$ cat config.mk
export PLATFORM = sky130hd
export DESIGN_NAME = mic_readout_sched
export DESIGN_NICKNAME = d
export VERILOG_FILES = /design/src/rtl/mic_array_pkg.sv /design/src/rtl/sync_edge_det.sv /design/src/rtl/mic_readout_sched.sv
export SDC_FILE = /design/constraint.sdc
export NUM_CORES = 1
export LEC_CHECK = 0
export CAP_MARGIN = 10
export CORE_MARGIN = 2
export CORE_UTILIZATION = 40
export CTS_BUF_LIST = sky130_fd_sc_hd__clkbuf_16
export CTS_CLUSTER_SIZE = 14
export DETAILED_ROUTE_END_ITERATION = 6
export PLACE_DENSITY = 0.81
export SYNTH_ARGS = -nofsm -noshare
export SYNTH_HDL_FRONTEND = slang
export SYNTH_SLANG_ARGS = --single-unit
export TNS_END_PERCENT = 30
$ cat constraint.sdc
create_clock -name clk -period 10.9 [get_ports clk]
set_input_delay 2.18 -clock clk [delete_from_list [all_inputs] [get_ports clk]]
set_output_delay 2.18 -clock clk [all_outputs]
set_load 0.02 [all_outputs]
$ cat src/rtl/mic_array_pkg.sv
// Shared types and constants for the microphone readout path.
package mic_array_pkg;

   typedef enum logic [2:0] {
      IDLE,
      WAIT_REQ,
      POP,
      LOAD,
      DONE
   } sched_state_e;

   localparam logic [7:0] HDR_SYNC  = 8'hA5;
   localparam int         MIC_IDX_W = 5;

endpackage

$ cat src/rtl/sync_edge_det.sv
// Two-flop synchronizer followed by an edge register; rise/fall are one-cycle
// pulses. Registers reset high so an idle-high line produces no edge.
module sync_edge_det (
   input  logic clk,
   input  logic rst_n,
   input  logic din,
   output logic rise,
   output logic fall
);

   logic [2:0] sr;

   always_ff @(posedge clk) begin
      if (!rst_n) sr <= 3'b111;
      else        sr <= {sr[1:0], din};
   end

   // sr[1] is the synchronized level, sr[2] its previous value
   assign rise = sr[1] & ~sr[2];
   assign fall = ~sr[1] & sr[2];

endmodule

$ cat src/rtl/mic_readout_sched.sv
// Readout scheduler: pops mic FIFOs round-robin, one byte per SPI request.
// Define MIC_SCHED_HEADER_EN to prefix each frame with sync + sequence bytes.
module mic_readout_sched
   import mic_array_pkg::*;
#(
   parameter int NUM_MICS  = 25,
   parameter int BIT_WIDTH = 8,
   parameter int ROUNDS    = 4
) (
   input  logic                          clk,
   input  logic                          rst_n,
   input  logic                          ssel,
   input  logic                          data_needed,
   input  logic [NUM_MICS-1:0]           fifo_rdempty,
   input  logic [NUM_MICS*BIT_WIDTH-1:0] fifo_q,
   output logic [NUM_MICS-1:0]           fifo_rdreq,
   output logic [7:0]                    tx_byte,
   output logic                          tx_valid,
   output logic                          frame_active,
   output logic [MIC_IDX_W-1:0]          mic_idx,
   output logic [15:0]                   underrun_cnt
);

`ifdef MIC_SCHED_HEADER_EN
   localparam int HDR_BYTES = 2;
`else
   localparam int HDR_BYTES = 0;
`endif
   localparam int FRAME_LEN = NUM_MICS*ROUNDS + HDR_BYTES;
   localparam int CNT_W     = $clog2(FRAME_LEN + 1);

   sched_state_e     state, state_next;
   logic             ssel_rise, ssel_fall, dn_rise, dn_fall_unused;
   logic             open_frame, abort_frame, req_go, load_go, late_go;
   logic             req_empty, cur_empty, last_byte, hdr_phase;
   logic [7:0]       q_msb, hdr_byte;
   logic [CNT_W-1:0] byte_cnt;

   sync_edge_det u_ssel_sync (
      .clk   (clk),
      .rst_n (rst_n),
      .din   (ssel),
      .rise  (ssel_rise),
      .fall  (ssel_fall)
   );

   sync_edge_det u_dn_sync (
      .clk   (clk),
      .rst_n (rst_n),
      .din   (data_needed),
      .rise  (dn_rise),
      .fall  (dn_fall_unused)
   );

   // Per-mic select of the current sample MSBs and empty flag
   always_comb begin
      q_msb     = 8'h00;
      cur_empty = 1'b1;
      for (int i = 0; i < NUM_MICS; i++) begin
         if (mic_idx == MIC_IDX_W'(i)) begin
            q_msb     = fifo_q[i*BIT_WIDTH + BIT_WIDTH-8 +: 8];
            cur_empty = fifo_rdempty[i];
         end
      end
   end

   assign last_byte = (byte_cnt == CNT_W'(FRAME_LEN-1));

`ifdef MIC_SCHED_HEADER_EN
   logic [7:0] seq_cnt, frame_seq;

   always_ff @(posedge clk) begin
      if (!rst_n) begin
         seq_cnt   <= 8'h00;
         frame_seq <= 8'h00;
      end else if (open_frame) begin
         frame_seq <= seq_cnt;
         seq_cnt   <= seq_cnt + 8'd1;
      end
   end

   assign hdr_phase = (byte_cnt < CNT_W'(HDR_BYTES));
   assign hdr_byte  = (byte_cnt == '0) ? HDR_SYNC : frame_seq;
`else
   assign hdr_phase = 1'b0;
   assign hdr_byte  = 8'h00;
`endif

   always_ff @(posedge clk) begin
      if (!rst_n) state <= IDLE;
      else        state <= state_next;
   end

   // ssel rising edge aborts from any state, including a pending pop
   always_comb begin
      state_next  = state;
      open_frame  = 1'b0;
      abort_frame = 1'b0;
      req_go      = 1'b0;
      load_go     = 1'b0;
      late_go     = 1'b0;
      if (ssel_rise) begin
         state_next  = IDLE;
         abort_frame = 1'b1;
      end else begin
         case (state)
            IDLE: begin
               if (ssel_fall) begin
                  state_next = WAIT_REQ;
                  open_frame = 1'b1;
               end
            end
            WAIT_REQ: begin
               if (dn_rise) begin
                  state_next = POP;
                  req_go     = 1'b1;
               end
            end
            POP: state_next = LOAD;
            LOAD: begin
               load_go    = 1'b1;
               state_next = last_byte ? DONE : WAIT_REQ;
            end
            DONE: late_go = dn_rise;
            default: state_next = IDLE;
         endcase
      end
   end

   always_ff @(posedge clk) begin
      if (!rst_n) begin
         fifo_rdreq   <= '0;
         tx_byte      <= 8'h00;
         tx_valid     <= 1'b0;
         frame_active <= 1'b0;
         mic_idx      <= '0;
         underrun_cnt <= 16'h0000;
         byte_cnt     <= '0;
         req_empty    <= 1'b0;
      end else begin
         fifo_rdreq <= '0;
         tx_valid   <= 1'b0;
         if (open_frame) begin
            mic_idx      <= '0;
            byte_cnt     <= '0;
            frame_active <= 1'b1;
         end
         if (abort_frame) frame_active <= 1'b0;
         if (req_go) begin
            req_empty <= cur_empty & ~hdr_phase;
            if (!cur_empty && !hdr_phase)
               fifo_rdreq <= NUM_MICS'(1) << mic_idx;
         end
         if (load_go) begin
            tx_valid <= 1'b1;
            byte_cnt <= byte_cnt + 1'b1;
            if (last_byte) frame_active <= 1'b0;
            if (hdr_phase) begin
               tx_byte <= hdr_byte;
            end else begin
               tx_byte <= req_empty ? 8'h00 : q_msb;
               if (req_empty && underrun_cnt != 16'hFFFF)
                  underrun_cnt <= underrun_cnt + 16'd1;
               mic_idx <= (mic_idx == MIC_IDX_W'(NUM_MICS-1)) ? '0 : mic_idx + 1'b1;
            end
         end
         // Requests past the frame end are padded without touching the FIFOs
         if (late_go) begin
            tx_byte  <= 8'h00;
            tx_valid <= 1'b1;
         end
      end
   end

endmodule

==> results of run 1 <==
[per-layer routing]
metal | vias up | global-route usage, %
li1 | 3576 | -
met1 | 3716 | 43.9
met2 | 530 | 53.1
met3 | 92 | 8.84
met4 | 0 | 14.5
met5 | - | 0
[worst max path at each step]
stage                startpoint  slack [ps]                         to
4_1_cts        fifo_rdempty[15]        6430   fifo_rdreq[0]$_SDFF_PP0_
2_1_floorplan  fifo_rdempty[15]        7210  fifo_rdreq[10]$_SDFF_PP0_
3_5_place_dp   fifo_rdempty[15]        6110   fifo_rdreq[0]$_SDFF_PP0_
6_report       fifo_rdempty[15]        6360   fifo_rdreq[0]$_SDFF_PP0_
3_3_place_gp   fifo_rdempty[15]        6160   fifo_rdreq[0]$_SDFF_PP0_
5_1_grt        fifo_rdempty[15]        6250   fifo_rdreq[0]$_SDFF_PP0_
[final cells by class]
class,instances,area (um2),area share (%)
Multi-Input combinational cell,653,4220,45.8
Timing Repair Buffer,296,2930,31.8
Sequential cell,73,1460,15.9
Tap cell,188,235,2.55
Clock buffer,9,225,2.44
Inverter,19,71.3,0.774
Clock inverter,6,61.3,0.665
Antenna cell,2,5.00,0.0543
[cell usage in the layout (no fill, tap or decap), types with 12 or more instances in the layout]
cell and instances:
a211oi_1 25, a21oi_1 64, a221oi_1 16, and2_1 17
buf_4 12, clkdlybuf4s50_1 284, dfxtp_1 73, inv_1 20
nand2_1 69, nand2b_1 34, nand3_1 29, nor2_1 56
nor2b_1 24, nor3_1 21, o21ai_0 51
[power by group]
group | switching [W] | leakage [nW] | internal (W) | total [W]
clock | 0.000113 | 0.136 | 0.000174 | 0.000288
combinational | 0.0000311 | 2.45 | 0.0000802 | 0.000111
sequential | 0.000000976 | 0.589 | 0.000268 | 0.000269
[worst max-delay path: stages]
cell	delay [ps]
clkdlybuf4s50_1	450
nand2b_1	90
o31ai_1	90
a211o_1	390
or4_1	550
o22ai_2	680
a2111oi_0	260
[sequential cells by signal, indices dropped and copies added (netlist names)]
signal,flops
tx_valid,1
u_ssel_sync.sr,3
fifo_rdreq,25
frame_active,1
tx_byte,8
req_empty,1
byte_cnt,7
underrun_cnt,16
mic_idx,5
state,3
u_dn_sync.sr,3
[cell usage after synthesis, drive strengths merged, types with 6 or more instances]
cell     number
dfxtp        73
nand2        69
a21oi        64
nor2         56
o21ai        53
clkbuf       39
nand2b       34
buf          32
nand3        29
a211oi       26
nor2b        24
nor3         21
inv          19
and2         17
a221oi       16
a2111oi      12
nor3b        12
o211ai       12
a22oi        11
o22ai        11
xnor2        11
o2111ai      10
a31oi         9
ha            9
a21o          8
nand3b        8
nand4bb       8
nand4         7
nand4b        7
o221ai        7
o31ai         7
or3           7
and4b         6
[through the flow]
step	worst slack [ps]	utilization [%]	area, um2	cells	hold WS [ps]
floorplan	7210	-	6080	816	386
global placement	6160	59.3	8920	1229	391
detailed placement	6110	59.3	8920	1229	394
CTS	6430	61.2	9210	1244	407
global route	6250	61.3	9210	1246	426
finish	6360	61.3	9210	1246	406
[cells by family (layout without fill, tap and decap cells)]
kind of cell	after synthesis	after routing	share of synthesized area [%]
flip-flops	73	73	24.0
AND/OR/NAND/NOR	337	337	31.5
XOR/XNOR	14	14	2.02
buffers and inverters	90	330	6.83
AO/OA/AOI/OAI	289	289	33.1
adder cells (fa/ha/maj)	9	9	1.85
other	0	2	0
multiplexers	4	4	0.679
==> flow_metrics.env, run 1 <==
export IMPL_status="finished clean"
export IMPL_place_congestion=0.967
export IMPL_met3_length_mm=3.12
export IMPL_dieWidth_um=127
export IMPL_via_per_inst=6.35
export IMPL_timing_final_crit_share_pct=41.6
export IMPL_grt_ovfl_total=0
export IMPL_period_minus_slack_ps=4540
export IMPL_rr_startpoint="mic_idx[1]$_SDFFE_PN0P_"
export IMPL_cp_data_arrival_time_ps=4690
export IMPL_yosys_warnings=0
export IMPL_hold_violations=0
export IMPL_slew_viol_final=0
export IMPL_ctsRootBufferMaster="clkbuf_16"
export IMPL_routed_via_count=7914
export IMPL_grt_pass1_wl_mm=42.2
export IMPL_m1WireLength_mm=11.4
export IMPL_async_flop_share_pct=0
export IMPL_r2r_setup_slack_ps=6520
export IMPL_synth_top_area_share_pct=24.0
export IMPL_drc_errors=0
export IMPL_yosys_area_top_type="dfxtp_1"
export IMPL_rows=45
export IMPL_r2r_end="fifo_rdreq[0]$_SDFF_PP0_"
export IMPL_grt_pass1_vias=7293
export IMPL_avgRoutedWirePerCell_um=23.1
export IMPL_clkTransAtPathRegs_ps=60
export IMPL_fillers=1327
export IMPL_firstDrtPassIters=7
export IMPL_grt_max_degree=71
export IMPL_core_region_area_um2=15000
export IMPL_synth_ff_type="dfxtp_1"
export IMPL_cts_setup_buffers=0
export IMPL_numClockSinks=73
export IMPL_rsz0062_at_grt="false"
export IMPL_netlist_area_um2=6080
export IMPL_area_growth_pct=51.5
export IMPL_clkLatencyLatePin_ps=340
export IMPL_syn_area_per_cell_um2=7.45
export IMPL_skew_ps=5.55
export IMPL_syn_inst=816
export IMPL_crit_required_ps=11060
export IMPL_start_util_pct=40.4
export IMPL_ctsLongestPathBuffers=2
export IMPL_dp_hpwl_mm=21.8
export IMPL_dieArea_um2=16200
export IMPL_powerDensity_nw_per_um2=72.5
export IMPL_slew_limit_headroom_pct=22.5
export IMPL_ff2ff_path_depth=8
export IMPL_peakVddDrop_mv=0.0601
export IMPL_wl_mm=28.8
export IMPL_portBuffers=284
export IMPL_worstHoldStart="u_ssel_sync.sr[0]$_SDFF_PN1_"
export IMPL_whs_endpoint="u_ssel_sync.sr[1]$_SDFF_PN1_"
export IMPL_path_class="input port to register"
export IMPL_synth_edff_count=0
export IMPL_htree_levels=3
export IMPL_cts_tree="done"
export IMPL_yosysSeqAreaShare_pct=24.0
export IMPL_highest_layer="met4"
export IMPL_first_iter_violations=1160
export IMPL_ctsResizeCount=0
export IMPL_wl_met2_mm=12.9
export IMPL_cap_violations=0
export IMPL_synth_seq_cells=73
export IMPL_startpoint_type="input port"
export IMPL_leakage_nw=3.18
export IMPL_cts_buffers=9
export IMPL_grt_use_total_pct=33.8
export IMPL_tns_ps=0
export IMPL_drtAntennaViolNets=0
export IMPL_hold_path_class="register to register"
export IMPL_worstMarginPinSlew_ps=1150
export IMPL_drive_gt1_share_pct=4.17
export IMPL_final_nets=1290
export IMPL_synth_area_leaders="dfxtp_1, a21oi_1, nand2_1"
export IMPL_finalSetupViolations=0
export IMPL_ios=285
export IMPL_cts_hold_buf=0
export IMPL_die_h_um=127
export IMPL_syn_num_nets=1054
export IMPL_synth_cell_type_count=80
export IMPL_p_total_w=0.000668
export IMPL_fmax_mhz=220
export IMPL_antenna_found_initial=2
export IMPL_hold_depth=1
export IMPL_end_kind="register"
export IMPL_crit_fanout=20
Power figures use the tool's default switching activity.
==> inputs of run 2 (changes only) <==
- CORE_UTILIZATION: 40 -> 38
- clock period: 10.9 -> 3.9 ns (I/O delays scaled with it)
==> run 2 against run 1 <==
  * First-iteration DRC count increased by 13%
  * Clock power grew to 2.9 times the previous value
  * Sequential power rose to 2.8 times the previous value
  * Clock skew is 2.5 ps higher
  * Critical path depth rose by 1
  * Non-clock buffer count rose by 15
  * Final cell count rose by 3.5%
  * Worst hold slack got worse by 1.9 ps
  * Via count is 1.7% higher
  * Sequential cell count unchanged
  * Die area rose by 5.1%
  * Highest routed layer unchanged
==> flow_metrics.env, run 2 (synthesized netlist as in run 1, its figures left out) <==
export IMPL_peakVddDrop_mv=0.193
export IMPL_routed_via_count=8050
export IMPL_dieWidth_um=130
export IMPL_critPathBufInv=1
export IMPL_post_place_ws_ps=798
export IMPL_cts_tree="done"
export IMPL_skew_ps=8.05
export IMPL_cp_data_arrival_time_ps=3340
export IMPL_grt_max_degree=50
export IMPL_final_nets=1305
export IMPL_crit_fanout=49
export IMPL_cp_slowest_cell="a2111oi_0"
export IMPL_startpoint_type="register"
export IMPL_timing_final_crit_share_pct=80.5
export IMPL_top_regs="fifo_rdreq (25), underrun_cnt (16), tx_byte (8)"
export IMPL_ctsRootBufferMaster="clkbuf_16"
export IMPL_finalSetupViolations=0
export IMPL_fin_ws_ps=760
export IMPL_first_iter_violations=1312
export IMPL_antenna_found_initial=1
export IMPL_path_class="register to register"
export IMPL_rsz0062_at_grt="false"
export IMPL_die_h_um=130
export IMPL_hold_ws_ps=404
export IMPL_via_per_inst=6.24
export IMPL_start_util_pct=38.6
export IMPL_cts_setup_buffers=0
export IMPL_tns_ps=0
export IMPL_status="finished clean"
export IMPL_clkLatencyLatePin_ps=340
export IMPL_portBuffers=284
export IMPL_cts_hold_buf=0
export IMPL_regMostFlops="fifo_rdreq"
export IMPL_hold_path_class="register to register"
export IMPL_grt_ovfl_total=0
export IMPL_cap_violations=0
export IMPL_worstMarginPinSlew_ps=946
export IMPL_layout_commonest_cell="clkdlybuf4s50_1"
export IMPL_max_stage_delay_ps=560
export IMPL_powerDensity_nw_per_um2=203
export IMPL_dp_hpwl_mm=22.9
export IMPL_area_growth_pct=54.1
export IMPL_grt_pass1_vias=7466
export IMPL_period_minus_slack_ps=3140
export IMPL_final_cell_mix="clkdlybuf4s50_1, dfxtp_1, nand2_1"
export IMPL_grt_use_total_pct=33.2
export IMPL_slew_limit_headroom_pct=36.4
export IMPL_crit_required_ps=4100
export IMPL_place_congestion=1.01
export IMPL_slew_viol_final=0
export IMPL_rows=46
export IMPL_ctsResizeCount=0
export IMPL_end_kind="register"
export IMPL_ios=285
export IMPL_cp_top_family="compound AO/OA/AOI/OAI gates"
export IMPL_fmax_mhz=318
export IMPL_wl_mm=29.2
export IMPL_grt_pass1_wl_mm=43.0
export IMPL_drtAntennaViolNets=0
export IMPL_crit_path_cell_trace="ha_1 > buf_4 > or3b_1 > a21o_1 > o31ai_1 > a221o_1 > nand2_1 > a2111oi_0"
export IMPL_hold_violations=0
export IMPL_leakage_nw=3.26
export IMPL_dieArea_um2=17000
export IMPL_largest_reg_flops=25
export IMPL_avgRoutedWirePerCell_um=22.7
export IMPL_firstDrtPassIters=6
export IMPL_ctsLongestPathBuffers=2
export IMPL_drive_gt1_share_pct=5.69
export IMPL_clkTransAtPathRegs_ps=60
export IMPL_core_region_area_um2=15800
export IMPL_drc_errors=0
export IMPL_htree_levels=3
export IMPL_cts_buffers=9
export IMPL_numClockSinks=73
[run 2: cell count changes in the layout (fill, tap and decap cells not counted), sizes merged]
cell  before  now
buf       12   27
inv       20   21
[run 2: layout make-up]
cell class | count | area [um2]
clock inverters | 7 | 71.3
diodes | 2 | 5.00
flip-flops and latches | 73 | 1460
repair buffers | 311 | 3050
well taps | 216 | 270
clock buffers | 9 | 225
inverters | 19 | 71.3
multi-input cells | 653 | 4220
fillers | 1443 | 6400
[run 2: path summary, 6_finish.rpt]
path,start,to,slack (ps),cells past startpoint
setup / recovery,mic_idx[0]$_SDFFE_PN0P_,fifo_rdreq[0]$_SDFF_PP0_,760,8
hold / removal,u_dn_sync.sr[0]$_SDFF_PN1_,u_dn_sync.sr[1]$_SDFF_PN1_,400,1
hold reg to reg,u_dn_sync.sr[0]$_SDFF_PN1_,u_dn_sync.sr[1]$_SDFF_PN1_,400,1
setup reg to reg,mic_idx[0]$_SDFFE_PN0P_,fifo_rdreq[0]$_SDFF_PP0_,760,8
[run 2: layer usage]
metal  wire length, um  GRT usage [%]  part of all wire, %
met5                 0              0                    0
met4              1310           14.0                  4.5
met3              3600           7.13                   12
met2             13200           52.7                   45
met1             11200           43.7                   38
[run 2: metrics by stage]
step | area (um2) | total power, W | cells | utilization (%)
finish | 9370 | 0.00190 | 1290 | 59.4
global route | 9370 | 0.00195 | 1289 | 59.4
CTS | 9370 | 0.00190 | 1288 | 59.4
detailed placement | 9070 | 0.00108 | 1272 | 57.5
global placement | 9070 | 0.00108 | 1272 | 57.5
floorplan | 6080 | 0.000817 | 816 | -
[run 2: power breakdown]
group | internal (W) | switching, W | leakage [nW]
clock network | 0.000495 | 0.000330 | 0.143
registers | 0.000749 | 0.00000273 | 0.589
logic | 0.000226 | 0.0000949 | 2.52
total | 0.00147 | 0.000428 | 3.26
==> inputs of run 3 (changes only) <==
- clock period: 3.9 -> 2.7 ns (I/O delays scaled with it)
==> run 3 against run 2 <==
  * Sequential share of layout area is 0.64 points lower
  * First-iteration DRC count is 15% lower
  * Utilization is 3.0 points higher
  * Clock skew is 0.68 ps lower
  * Setup slack worse by 670 ps
  * Die area stayed put
  * Fmax is 20% higher
  * Non-clock buffer count is 49 higher
  * Power is 45% higher
  * Highest routed layer unchanged
  * Combinational power is 50% higher
  * Global-route usage is 1.4 points higher
  * Sequential power is 44% higher
==> flow_metrics.env, run 3 (synthesized netlist as in run 1, its figures left out) <==
export IMPL_cts_tree="done"
export IMPL_status="finished clean"
export IMPL_clkLatencyLatePin_ps=350
export IMPL_slew_limit_headroom_pct=59.5
export IMPL_hold_depth=1
export IMPL_path_class="register to register"
export IMPL_regMostFlops="fifo_rdreq"
export IMPL_dieArea_um2=17000
export IMPL_ff2ff_path_depth=10
export IMPL_grt_pass1_wl_mm=44.8
export IMPL_critPathCapture="fifo_rdreq[4]$_SDFF_PP0_"
export IMPL_grtUsageMet2_pct=55.4
export IMPL_grt_max_degree=43
export IMPL_cap_violations=0
export IMPL_place_congestion=1.02
export IMPL_firstDrtPassIters=6
export IMPL_layout_commonest_cell="clkdlybuf4s50_1"
export IMPL_leakage_nw=3.52
export IMPL_portBuffers=284
export IMPL_start_util_pct=38.6
export IMPL_ctsLongestPathBuffers=2
export IMPL_final_cell_mix="clkdlybuf4s50_1, buf_4, nand2_1, dfxtp_1, a21oi_1"
export IMPL_cts_buffers=9
export IMPL_skew_ps=7.37
export IMPL_cp_data_arrival_time_ps=2820
export IMPL_rsz0062_at_grt="false"
export IMPL_clkTransAtPathRegs_ps=60
export IMPL_antenna_found_initial=2
export IMPL_end_kind="register"
export IMPL_rows=46
export IMPL_grt_use_total_pct=34.6
export IMPL_slew_viol_final=0
export IMPL_rr_startpoint="mic_idx[0]$_SDFFE_PN0P_"
export IMPL_grt_pass1_vias=7764
export IMPL_use_met1_pct=44.9
export IMPL_hold_violations=0
export IMPL_first_iter_violations=1121
export IMPL_design_area_um2=9840
export IMPL_die_h_um=130
export IMPL_period_minus_slack_ps=2610
export IMPL_powerDensity_nw_per_um2=279
export IMPL_crit_required_ps=2910
export IMPL_final_nets=1354
export IMPL_drive_gt1_share_pct=10.4
export IMPL_startpoint="mic_idx[0]$_SDFFE_PN0P_"
export IMPL_drtAntennaViolNets=0
export IMPL_utilization_pct=62.4
export IMPL_p_total_w=0.00275
export IMPL_dieWidth_um=130
export IMPL_routed_via_count=8219
export IMPL_dp_hpwl_mm=24.2
export IMPL_r2r_setup_slack_ps=90
export IMPL_ctsRootBufferMaster="clkbuf_16"
export IMPL_worstMarginPinSlew_ps=604
export IMPL_numClockSinks=73
export IMPL_finalSetupViolations=0
export IMPL_timing_final_crit_share_pct=96.8
export IMPL_grt_busiest_layer="met2"
export IMPL_drc_errors=0
export IMPL_ios=285
export IMPL_top_regs="fifo_rdreq (25), underrun_cnt (16), tx_byte (8)"
export IMPL_hold_path_class="register to register"
export IMPL_largest_reg_flops=25
export IMPL_via_per_inst=6.14
export IMPL_cts_setup_buffers=0
export IMPL_dpl_instance_area_um2=9520
export IMPL_core_region_area_um2=15800
export IMPL_wl_mm=30.5
export IMPL_area_growth_pct=61.8
export IMPL_r2r_end="fifo_rdreq[4]$_SDFF_PP0_"
export IMPL_met3_usage_pct=8.22
export IMPL_tns_ps=0
export IMPL_fmax_mhz=383
export IMPL_crit_fanout=29
export IMPL_htree_levels=3
export IMPL_grt_ovfl_total=0
export IMPL_startpoint_type="register"
export IMPL_avgRoutedWirePerCell_um=22.8
export IMPL_peakVddDrop_mv=0.323
run 3: final cells by class:
| type | instances | area (um2) |
|---|---|---|
| fill | 1418 | 5930 |
| multi-input combinational | 653 | 4260 |
| timing repair buffer | 360 | 3470 |
| sequential | 73 | 1470 |
| tap | 216 | 270 |
| clock buffer | 9 | 225 |
| inverter | 19 | 71.3 |
| clock inverter | 7 | 63.8 |
| antenna | 2 | 5.00 |
run 3: critical path: stages, from the launching register on:
cell and delay (ps):
dfxtp_4 390, inv_1 70, ha_1 270, buf_12 190
nor2b_1 170, o21ai_0 220, o211ai_1 120, or4_1 540
o22ai_2 180, buf_12 180, a2111oi_0 100
run 3: worst min-delay path by stage:
| stage | start | end | slack, ps |
|---|---|---|---|
| finish | u_ssel_sync.sr[0]$_SDFF_PN1_ | u_ssel_sync.sr[1]$_SDFF_PN1_ | 400 |
| global route | u_dn_sync.sr[0]$_SDFF_PN1_ | u_dn_sync.sr[1]$_SDFF_PN1_ | 430 |
| CTS | u_ssel_sync.sr[0]$_SDFF_PN1_ | u_ssel_sync.sr[1]$_SDFF_PN1_ | 410 |
| detailed placement | u_ssel_sync.sr[0]$_SDFF_PN1_ | u_ssel_sync.sr[1]$_SDFF_PN1_ | 390 |
| global placement | u_dn_sync.sr[0]$_SDFF_PN1_ | u_dn_sync.sr[1]$_SDFF_PN1_ | 390 |
| floorplan | u_dn_sync.sr[0]$_SDFF_PN1_ | u_dn_sync.sr[1]$_SDFF_PN1_ | 390 |
run 3: timing repair:
action / in CTS / in global routing
cloned: 0 / 0
gates resized for setup: 1 / 5
hold buffers: 0 / 0
hold endpoints to repair: 0 / 0
endpoints found under the setup margin: 1 / 17
run 3: per-stage QoR:
step                hold slack [ps]  worst slack, ps  std cells
global route                    429             9.94       1339
global placement                389              115       1321
CTS                             407             59.2       1337
finish                          405             87.1       1339
detailed placement              393              113       1321
floorplan                       386            -61.3        816
run 3: power by group:
part / internal (W) / leakage [nW] / total [W] / switching, W
combinational: 0.000333 / 2.78 / 0.000482 / 0.000148
clock: 0.000707 / 0.149 / 0.00118 / 0.000476
sequential: 0.00108 / 0.592 / 0.00108 / 0.00000402
total: 0.00212 / 3.52 / 0.00275 / 0.000628
run 3: layer usage:
| layer | up-vias | part of all wire, % |
|---|---|---|
| li1 | 3700 | - |
| met1 | 3838 | 39 |
| met2 | 600 | 45 |
| met3 | 81 | 12 |
| met4 | 0 | 4.0 |
| met5 | - | 0 |
